===== config.mk =====
export PLATFORM = sky130hd
export DESIGN_NAME = bcd_scan_counter
export DESIGN_NICKNAME = d
export VERILOG_FILES = /design/src/rtl/bcd_scan_counter.sv
export SDC_FILE = /design/constraint.sdc
export NUM_CORES = 1
export LEC_CHECK = 0
export ABC_AREA = 1
export CORE_MARGIN = 2
export CORE_UTILIZATION = 59
export DETAILED_ROUTE_END_ITERATION = 10
export GPL_ROUTABILITY_DRIVEN = 0
export PLACE_DENSITY = 0.82
export RECOVER_POWER = 100
export SKIP_CTS_REPAIR_TIMING = 1
export SLEW_MARGIN = 20
export SYNTH_ARGS = -nofsm -noshare
export SYNTH_HDL_FRONTEND = slang
export SYNTH_SLANG_ARGS = --single-unit

===== constraint.sdc =====
create_clock -name clk -period 3.1 [get_ports clk]
set_input_delay 0.62 -clock clk [delete_from_list [all_inputs] [get_ports clk]]
set_output_delay 0.62 -clock clk [all_outputs]
set_load 0.03 [all_outputs]

===== src/rtl/bcd_scan_counter.sv =====
// rtl/bcd_scan_counter.sv - 4-digit BCD up/down counter with 7-segment digit scanner
//
// Purpose: counts in BCD (0000..9999) up or down with synchronous load and
// a one-cycle wrap pulse, and time-multiplexes the four digits onto a single
// 4-bit code bus for the existing 7-segment decoder.
//
// Ports:
//   clk        rising-edge clock
//   reset      synchronous active-high reset
//   en         count enable, one step per cycle
//   up         1 = increment, 0 = decrement
//   load       synchronous load of load_val (nibbles > 9 become 0)
//   load_val   four BCD digits, [3:0] is digit 0
//   count      registered BCD count
//   wrap       one-cycle pulse when count shows a wrapped value
//   data       BCD code of the scanned digit, 4'hF when blanked
//   digit_sel  one-hot enable of the scanned digit

module bcd_scan_counter #(
  parameter int SCAN_DIV = 1000,
  parameter bit LZ_BLANK = 1'b1
) (
  input  logic        clk,
  input  logic        reset,
  input  logic        en,
  input  logic        up,
  input  logic        load,
  input  logic [15:0] load_val,
  output logic [15:0] count,
  output logic        wrap,
  output logic [3:0]  data,
  output logic [3:0]  digit_sel
);

  localparam logic [15:0] DIV_LAST = 16'(SCAN_DIV - 1);

  logic [15:0] div;
  logic [1:0]  idx;

  logic [15:0] count_step;
  logic        step_carry;
  logic [15:0] load_clamped;
  logic [3:0]  digit;
  logic        blank;

  // Ripple one step through the digits. The carry/borrow that survives past
  // digit 3 means every digit rolled over, which is exactly the wrap case.
  always_comb begin
    logic [3:0] d;
    count_step = count;
    step_carry = 1'b1;
    d          = 4'h0;
    for (int i = 0; i < 4; i++) begin
      d = count[4*i +: 4];
      if (step_carry) begin
        if (up) begin
          if (d >= 4'd9) begin
            d = 4'd0;
          end else begin
            d          = d + 4'd1;
            step_carry = 1'b0;
          end
        end else begin
          if (d == 4'd0) begin
            d = 4'd9;
          end else begin
            d          = d - 4'd1;
            step_carry = 1'b0;
          end
        end
      end
      count_step[4*i +: 4] = d;
    end
  end

  // Non-BCD nibbles on load are forced to zero so count is always valid BCD.
  always_comb begin
    load_clamped = 16'h0000;
    for (int i = 0; i < 4; i++) begin
      load_clamped[4*i +: 4] = (load_val[4*i +: 4] > 4'd9) ? 4'd0 : load_val[4*i +: 4];
    end
  end

  always_ff @(posedge clk) begin
    if (reset) begin
      count     <= 16'h0000;
      wrap      <= 1'b0;
      div       <= 16'h0000;
      idx       <= 2'd0;
      digit_sel <= 4'b0001;
    end else begin
      if (load) begin
        count <= load_clamped;
        wrap  <= 1'b0;
      end else if (en) begin
        count <= count_step;
        wrap  <= step_carry;
      end else begin
        wrap  <= 1'b0;
      end

      // Scanner runs regardless of en/load.
      if (div == DIV_LAST) begin
        div       <= 16'h0000;
        idx       <= idx + 2'd1;
        // Rotating the one-hot keeps digit_sel == one-hot(idx) since both
        // start aligned at reset and always advance together.
        digit_sel <= {digit_sel[2:0], digit_sel[3]};
      end else begin
        div       <= div + 16'h0001;
      end
    end
  end

  // A digit is a leading zero when it and every higher digit are zero.
  always_comb begin
    digit = 4'h0;
    blank = 1'b0;
    case (idx)
      2'd0: digit = count[3:0];
      2'd1: begin
        digit = count[7:4];
        blank = (count[15:4] == 12'h000);
      end
      2'd2: begin
        digit = count[11:8];
        blank = (count[15:8] == 8'h00);
      end
      default: begin
        digit = count[15:12];
        blank = (count[15:12] == 4'h0);
      end
    endcase
    data = (LZ_BLANK && blank) ? 4'hF : digit;
  end

endmodule


-- Word-level counts from Yosys, hierarchy flattened
Index checks and enable logic that the tools add are counted.
- reduce and logical (&&, ||, !) cells: 16
- $add $sub $neg: 10
- multiplexer cells: 38
- order comparisons: 8
- bitwise gates (word level): 2
- eq/ne operators: 3
- operator list (operator ; number):
    $mux W4 ; 20
    $mux W16 ; 2
    $add A16 B1 Y16 const B ; 1
    $add A4 B1 Y4 const B ; 4
    $eq A16 B10 Y1 const B ; 1
    $ge A4 B4 Y1 const B ; 4
    $gt A4 B4 Y1 const B ; 4
    $logic_not A4 Y1 ; 4
    $sub A4 B1 Y4 const B ; 4
    $mux W1 ; 14
    $logic_not A12 Y1 ; 1
    $pmux W4 S3 ; 1
    $logic_not A8 Y1 ; 1
    $reduce_bool A2 Y1 ; 4
    $reduce_and A2 Y1 ; 3
    $reduce_or A4 Y1 ; 1
    $pmux W1 S3 ; 1
    $add A2 B1 Y2 const B ; 1
    $eq A2 B1 Y1 const B ; 1
    $eq A2 B2 Y1 const B ; 1
    $logic_not A2 Y1 ; 1
    $not A1 Y1 ; 2
    $reduce_or A2 Y1 ; 1
- output and inout bits: 25
- word-level logic and storage cells: 85
- input port bits: 21
- register bits after elaboration: 39

-- Logic depth before layout (Yosys ltp)
Gate-level depths: netlist of run 1.
- word-level depth: 8
- depth in mapped cells: 12

-- Worst setup path before layout of run 1
No wires, ideal clock.
- kind: flip-flop to output port
- from: register count[4]
- to: output port data[0]
- slack: 0.780 ns
- data arrival time: 1.700 ns
- buffers on the path: 0
- cell stages (with the launch flop): 9
- cell sequence: dfxtp_1 -> inv_1 -> ha_1 -> nand2_2 -> nor2_4 -> nand2_1 -> a21oi_1 -> o21ai_1 -> nand2_1
- cells in the longest elaborated chain, start to end: 3
- elaborated cells on any way between the ends: 4
- classes of those cells: 3 x mux; 1 x reduce/logical
- RTL lines (element ; line ; RTL):
    from (decl) ; 29 ; output logic [15:0] count,
    from (signal assigned) ; 93 ; count <= load_clamped;
    from (signal assigned) ; 96 ; count <= count_step;
    $logic_not A12 Y1 ; 123 ; blank = (count[15:4] == 12'h000);
    $pmux W1 S3 ; 119 ; case (idx)
    $mux W4 (*) ; 134 ; data = (LZ_BLANK && blank) ? 4'hF : digit;
    to (decl) ; 31 ; output logic [3:0] data,
Every way passes the cells marked *; elsewhere a longest branch is shown, timed or not.

-- Worst setup path in the final report of run 1
- from: register count[4]
- to: output port data[1]
- cells in the longest elaborated chain, start to end: 3
- RTL lines (element ; line):
    $logic_not A12 Y1 ; 123
    $pmux W1 S3 ; 119
    $mux W4 ; 134
Every way passes these cells.

==> results.ini, run 1 <==
[run_status]
outcome=finished clean

[global_route]
grt_pass1_wl_mm=11.52
grt_util_all_layers_pct=26.37
grt_start_max_net_pins=22
grt.overflow.total=0
grt_antenna_before_repair=0
grt_pass1_vias=2615

[layout]
final_cell_mix=nand2_1, nor2_1, inv_1, nand3_1, dfxtp_1
n_antenna_cell=0
areaGrowthSynthToFinish_pct=19.09
nets=511
final_common_cell=nand2_1
final_util_pct=73.71
fill_cells=439
final_cells=540
multi_input_area_sq_mm=0.001872
seq_area_sq_um=780.7
drive_gt1_share_pct=11.63

[floorplanning]
die_area_sq_mm=0.005569
die_h_um=74.63
die_w_um=74.63
core_area_sq_mm=0.004755
io-pin-count=46
num_rows=25
start_util_pct=61.89

[timing]
setup_viol=0
fin_tns_setup_ns=0
slew_violations=0
fin_crit_sh_pct=87.67
skew_ns=0.01023
finalHoldViolCount=0
relSlewSlack_pct=28.07
setup_ws_ns=0.3824
max_slew.worst_pin.slew_ns=1.079
rsz0062_at_grt=false
clock.fmax_ghz=0.3680
post-route-min-period_ns=2.718

[power_and_ir_drop]
leakagePower_nw=1.568
combPwrFrac_pct=28.8
switching_power_mw=0.4874
internal-power_mw=0.9194
pwr-share-seq_pct=39.9
p_per_area_mw_per_mm2=401.4
p_sw_share_pct=34.65
peakVddDrop_mv=0.3646
pwr-share-clk_pct=31.3

[clocking]
cts_buffers=5
path_clk_slew_ns=0.08
cts_tree=done
insertion_delay_ns=0.30
cts_sinks=39
cts_htree_levels=2
root_buffer=clkbuf_8
clk_path_buf_depth=2

[critical_path]
r2r_cells=7
critical_path_peak_fanout=6
critPathLaunchType=register
cp_common_cell=nand2_1
cp_cell_sequence=inv_1 > ha_1 > nand2_2 > nor2_4 > nand2_1 > a21oi_1 > o21ai_1 > nand2_1 > clkbuf_1
critPathBufInv=2
critPathArrivalTime_ns=2.10
cp_slowest_stage_delay_ns=0.36
cp-end-kind=output pin
crit_slowest_cell=dfxtp_1
critical_path_required_ns=2.48
critPathKind=register to output pin
cp.depth=9
critPathTopFamily=buffers and inverters

[route]
drc=0
vias_per_cell=5.302
routed_wl_mm=6.946
drtPass1Iterations=4
drt_iter0_markers=162
wl_per_cell_um=12.86
final_antenna_net_count=0
vias=2863

[logic_synthesis]
synthTopCellsByArea=dfxtp_1, nand2_1, ha_1
synth_top_area_share_pct=26.53
ys_seq_area_share_pct=26.53
ys.warnings.count=0
synth_top_cell_by_area=dfxtp_1
synthesis.area_sq_mm=0.002943
ys_ff_latch=39
avgSynthCellArea_sq_um=6.892
synth_fp_nets=466
netlist_instances=427
yosysUniqueCellTypes=41

[placed_design]
dp_cells=532
dp_slack_ns=0.3624
dp_hpwl_mm=5.287
io_buffer_count=45

[flow_run]
drv_cap=0

[hold_path]
holdPathStages=2
hold_path.class=register to register

[tightest hold or removal path, cell delays in order (launching register included)]
cell and delay, ns:
dfxtp_1 0.32, o21ai_0 0.06, a21oi_1 0.06
[through the flow]
| step | hold slack [ns] | power, mW | area, sq um |
|---|---|---|---|
| finish | 0.4773 | 1.407 | 3505 |
| global route | 0.4939 | 1.480 | 3505 |
| CTS | 0.4781 | 1.421 | 3550 |
| detailed placement | 0.4569 | 0.9891 | 3435 |
| global placement | 0.4395 | 0.9790 | 3435 |
| floorplan | 0.4287 | 0.8610 | 2943 |
[per-layer routing]
layer	up-vias	global-route usage (%)	wire, um
met5	-	0	0
met3	4	4.685	379
met2	74	44.64	3220
met1	1288	35.29	3313
met4	0	5.952	34
li1	1497	-	-
[cells by family (layout without fill, tap and decap cells)]
| logic type | count (synthesis) | after routing | share of synthesized area, % |
|---|---|---|---|
| xor+xnor | 15 | 15 | 4.464 |
| flops | 39 | 39 | 26.53 |
| fa+ha+maj | 18 | 18 | 7.653 |
| compound gates | 78 | 78 | 14.97 |
| simple gates | 212 | 212 | 37.07 |
| buf+inv | 65 | 111 | 9.311 |
[worst paths after layout]
check	startpoint	end	slack [ns]
worst max-delay path	count[4]$_SDFFE_PP0P_	data[1]	0.38
worst min-delay path	div[13]$_SDFF_PP0_	div[13]$_SDFF_PP0_	0.48
worst max register to register	div[0]$_SDFF_PP0_	div[11]$_SDFF_PP0_	1.23
worst min register to register	div[13]$_SDFF_PP0_	div[13]$_SDFF_PP0_	0.48
[power groups by stage]
stage | sequential [mW] | clock [mW] | combinational, mW
2_1_floorplan | 0.600 | 0 | 0.261
3_5_place_dp | 0.574 | 0 | 0.415
4_1_cts | 0.562 | 0.442 | 0.417
3_3_place_gp | 0.572 | 0 | 0.407
5_1_grt | 0.567 | 0.466 | 0.447
6_report | 0.562 | 0.440 | 0.405
[cell usage after synthesis]
cell       n
nand3_1   39
nor4_2     1
xor2_1    12
nand2_4    6
nand3_4    2
nor3_1     5
buf_1      1
nand3b_1   1
inv_1     45
o21a_1     1
clkbuf_1   1
a21boi_0   1
o21bai_2   1
nand3b_2   1
o21ai_0   27
nor2_1    50
o22ai_1    9
ha_1      18
nand2_1   72
a31oi_1    5
dfxtp_1   39
buf_4      2
nand3_2    4
nor2_4     5
nor3_4     1
a211oi_2   1
a21oi_2    1
nor2_2     3
o21ai_1    8
xnor2_1    3
nand2_2   11
nand4_1    9
a21oi_1   20
inv_2      9
o211ai_1   2
nand4_2    1
inv_4      1
buf_6      2
nor3_2     1
buf_2      4
o21bai_1   2
[flip-flops by register name, summed over array words and instances, names as in the netlist]
register   cells
count         16
wrap           1
idx            2
div           16
digit_sel      4
[layout make-up]
| cell class | count | share of cell area [%] |
|---|---|---|
| Sequential cell | 39 | 22.28 |
| Multi-Input combinational cell | 323 | 53.41 |
| Timing Repair Buffer | 48 | 12.67 |
| Clock buffer | 5 | 1.964 |
| Inverter | 55 | 5.962 |
| Tap cell | 67 | 2.392 |
| Clock inverter | 3 | 1.321 |
Power figures use the tool's default switching activity.
==> run 2, diff against run 1 <==
CORE_UTILIZATION = 40   (was 59)
PLACE_DENSITY = 0.58   (was 0.82)
==> run 2 against run 1 <==
Die area is 45% higher; count of clock-buffer cells in the layout is 1 higher; clock power is 17% higher; sequential power is 0.7% lower; first-iteration DRC count is 1.9% higher; maximum frequency is 0.46% higher; critical path type unchanged; clock skew is 0.0044 ns lower; sequential share of layout area is 0.39 points lower; non-clock buffer count is 1 higher; flip-flop and latch count stayed put; utilization is 24 points lower; combinational power hardly changed.
==> results.ini, run 2 (synthesis results as in run 1) <==
[clocking]
cts_htree_levels=2
insertion_delay_ns=0.30
cts_tree=done
clk_path_buf_depth=2
root_buffer=clkbuf_8
cts_buffers=5
cts_sinks=39
path_clk_slew_ns=0.08

[global_route]
grt_start_max_net_pins=22
grt_antenna_before_repair=0
grt_pass1_vias=2680
grt.overflow.total=0
grt_util_all_layers_pct=17.81
grt_pass1_wl_mm=11.93

[timing]
rsz0062_at_grt=false
finalHoldViolCount=0
fin_crit_sh_pct=87.27
setup_viol=0
post-route-min-period_ns=2.705
skew_ns=0.005789
max_slew.worst_pin.slew_ns=0.7464
slew_violations=0
clock.fmax_ghz=0.3697
fin_tns_setup_ns=0
relSlewSlack_pct=50.18

[floorplanning]
die_h_um=89.78
core_area_sq_mm=0.007176
num_rows=31
start_util_pct=41.01
die_area_sq_mm=0.008060
io-pin-count=46
die_w_um=89.78

[route]
highest_layer=met4
vias=2859
routed_wl_mm=7.142
vias_per_cell=4.990
drt-met1-wl_mm=3.259
drt_iter0_markers=165
wl_per_cell_um=12.46
wl_met2_mm=3.480
final_antenna_net_count=0
drc=0
met3_length_um=262
drtPass1Iterations=4

[critical_path]
critPathLaunchType=register
critPathArrivalTime_ns=2.09
critPathKind=register to output pin
cp_cell_sequence=inv_1 > ha_1 > nand2_2 > nor2_4 > nand2_1 > a21oi_1 > o21ai_1 > nand2_1 > clkbuf_1
critical_path_required_ns=2.48
cp_common_cell=nand2_1
critPathTopFamily=buffers and inverters
cp_slowest_stage_delay_ns=0.36
cp-end-kind=output pin
critical_path_peak_fanout=6
crit_slowest_cell=dfxtp_1
critPathBufInv=2

[placed_design]
placed_area_sq_mm=0.003482
dp_hpwl_mm=5.395
io_buffer_count=45
dp_cells=565

[power_and_ir_drop]
p_total_mw=1.483
peakVddDrop_mv=0.2382
p_per_area_mw_per_mm2=415.8
leakagePower_nw=1.600

[layout]
final_util_pct=49.71
largestRegisters=count x16, div x16, digit_sel x4
n_antenna_cell=0
final_cells=573
stdcell_area_sq_mm=0.003567
nets=512
areaGrowthSynthToFinish_pct=21.22
final_common_cell=nand2_1
fill_cells=755
drive_gt1_share_pct=11.18
final_cell_mix=nand2_1, nor2_1, inv_1, nand3_1, dfxtp_1

[hold_path]
hold_path.class=register to register

[flow_run]
drv_cap=0

[run_status]
outcome=finished clean

[run 2: metrics by stage]
stage | hold WS [ns] | setup WS (ns)
after CTS | 0.4771 | 0.07713
after global placement | 0.4448 | 0.4585
final | 0.4687 | 0.3948
after detailed placement | 0.4578 | 0.4020
after floorplan | 0.4287 | 0.7800
after global routing | 0.5045 | 0.2051
[run 2: cell type report]
cell class / instances / area, sq um / share of cell area [%]
Clock inverter: 2 / 60.06 / 1.684
Inverter: 55 / 209.0 / 5.858
Timing Repair Buffer: 49 / 451.7 / 12.66
Clock buffer: 6 / 72.57 / 2.034
Sequential cell: 39 / 780.7 / 21.89
Tap cell: 99 / 123.9 / 3.472
Multi-Input combinational cell: 323 / 1869 / 52.40
[run 2: worst paths after layout]
kind	start	endpoint	slack (ns)	cells after the start
max	count[4]$_SDFFE_PP0P_	data[0]	0.39	9
max reg2reg	count[0]$_SDFFE_PP0P_	count[9]$_SDFFE_PP0P_	1.25	11
min	div[0]$_SDFF_PP0_	div[0]$_SDFF_PP0_	0.47	1
min reg2reg	div[0]$_SDFF_PP0_	div[0]$_SDFF_PP0_	0.47	1
[run 2: per-layer routing]
metal | up-vias | global-route usage [%]
li1 | 1495 | -
met1 | 1297 | 21.39
met2 | 55 | 32.20
met3 | 12 | 3.101
met4 | 0 | 5.897
met5 | - | 0
[run 2: power by group]
part,internal (mW),switching [mW],total [mW]
logic,0.155,0.253,0.408
clock network,0.322,0.195,0.517
registers,0.523,0.0357,0.558
==> run 3, diff against run 2 <==
==> constraint.sdc (replaced) <==
create_clock -name clk -period 3.1 [get_ports clk]
set_input_delay 0.465 -clock clk [delete_from_list [all_inputs] [get_ports clk]]
set_output_delay 0.465 -clock clk [all_outputs]
set_load 0.03 [all_outputs]
==> run 3 against run 2 <==
First-iteration DRC count decreased by 30%; non-clock buffer count stayed put; combinational power is 2% lower; setup slack worse by 0.19 ns; sequential power barely moved; critical endpoint is now data[3]; largest cell class unchanged.
==> results.ini, run 3 (synthesis results as in run 1) <==
[layout]
largestRegisters=count x16, div x16, digit_sel x4
stdcell_area_sq_mm=0.003545
areaGrowthSynthToFinish_pct=20.45
final_cell_mix=nand2_1, nor2_1, inv_1, nand3_1, dfxtp_1
drive_gt1_share_pct=9.937
n_antenna_cell=0
final_util_pct=49.40
final_cells=572
nets=512
final_common_cell=nand2_1

[timing]
max_slew.worst_pin.slew_ns=0.7483
fin_tns_setup_ns=0
slew_violations=0
finalHoldViolCount=0
rsz0062_at_grt=false
setup_ws_ns=0.2039
post-route-min-period_ns=2.896
setup_viol=0
skew_ns=0.009768
fin_crit_sh_pct=93.42
relSlewSlack_pct=50.12
clock.fmax_ghz=0.3453

[critical_path]
cp_slowest_stage_delay_ns=0.67
cp_cell_sequence=inv_1 > ha_1 > nand2_1 > nor2_4 > nand2_1 > a21oi_1 > o21ai_1 > nand2_1 > clkdlybuf4s50_1
critPathLaunchType=register
cp-end-kind=output pin
critical_path_peak_fanout=6
critPathBufInv=2
critPathKind=register to output pin
crit_slowest_cell=clkdlybuf4s50_1
cp_common_cell=nand2_1
reg2reg_from=count[0]$_SDFFE_PP0P_
critPathArrivalTime_ns=2.43
critPathTopFamily=buffers and inverters
critical_path_required_ns=2.63
critPathLaunch=count[4]$_SDFFE_PP0P_

[route]
wl_per_cell_um=12.45
final_antenna_net_count=0
vias_per_cell=4.883
vias=2793
drt_iter0_markers=116
drc=0
drtPass1Iterations=4
routed_wl_mm=7.122

[hold_path]
hold_path.class=register to register
holdCritStartpoint=div[0]$_SDFF_PP0_

[placed_design]
dp_cells=565
io_buffer_count=45
dp_hpwl_mm=5.393
dp_slack_ns=0.5365
placed_area_sq_mm=0.003482

[floorplanning]
start_util_pct=41.01
io-pin-count=46
core_area_sq_mm=0.007176
die_area_sq_mm=0.008060
die_w_um=89.78
num_rows=31
die_h_um=89.78

[power_and_ir_drop]
peakVddDrop_mv=0.2122
p_per_area_mw_per_mm2=393.4
leakagePower_nw=1.566

[flow_run]
drv_cap=0

[global_route]
grt_pass1_vias=2685
grt_antenna_before_repair=0
grt.overflow.total=0
grt_start_max_net_pins=21
grt_util_all_layers_pct=18.26
grt_pass1_wl_mm=12.21

[clocking]
clk_path_buf_depth=2
cts_htree_levels=2
cts_sinks=39
root_buffer=clkbuf_8
path_clk_slew_ns=0.08
insertion_delay_ns=0.30
cts_tree=done
cts_buffers=5

[run_status]
outcome=finished clean

run 3: power breakdown:
group / total [mW] / internal [mW] / switching [mW]
Combinational: 0.401 / 0.157 / 0.245
Sequential: 0.561 / 0.523 / 0.0381
Clock: 0.432 / 0.235 / 0.197
run 3: metal layers:
| layer | up-vias | GRT usage (%) | routed length [um] | share of wire [%] |
|---|---|---|---|---|
| met4 | 0 | 5.513 | 119 | 1.7 |
| met3 | 11 | 4.526 | 295 | 4.1 |
| li1 | 1496 | - | - | - |
| met1 | 1244 | 22.27 | 3335 | 47 |
| met5 | - | 0 | 0 | 0 |
| met2 | 42 | 31.82 | 3372 | 47 |
run 3: through the flow:
step	hold slack (ns)	power [mW]
finish	0.4636	1.394
global route	0.5110	1.481
floorplan	0.4287	0.8610
CTS	0.4732	1.430
global placement	0.4461	0.9896
detailed placement	0.4540	0.9929
run 3: cell type report:
cell class,instances,area (sq um)
Clock buffer,5,68.82
Clock inverter,2,37.54
Fill cell,751,3631
Inverter,55,209.0
Multi-Input combinational cell,323,1852
Sequential cell,39,780.7
Tap cell,99,123.9
Timing Repair Buffer,49,473.0
run 3: path summary, 6_finish.rpt:
path                                          endpoint  slack, ns  depth (start not counted)
worst max-delay path                           data[3]       0.20                          9
worst min register to register       div[0]$_SDFF_PP0_       0.46                          1
worst max register to register  count[15]$_SDFFE_PP0P_       1.20                         12
worst min-delay path                 div[0]$_SDFF_PP0_       0.46                          1
run 3: worst register-to-register path: cells and delay by family (launching register included):
family	cells	cell delay (ns)
adders and majority gates	1	0.28
buffers and inverters	2	0.17
DFF	1	0.46
and+or+nand+nor	9	0.88
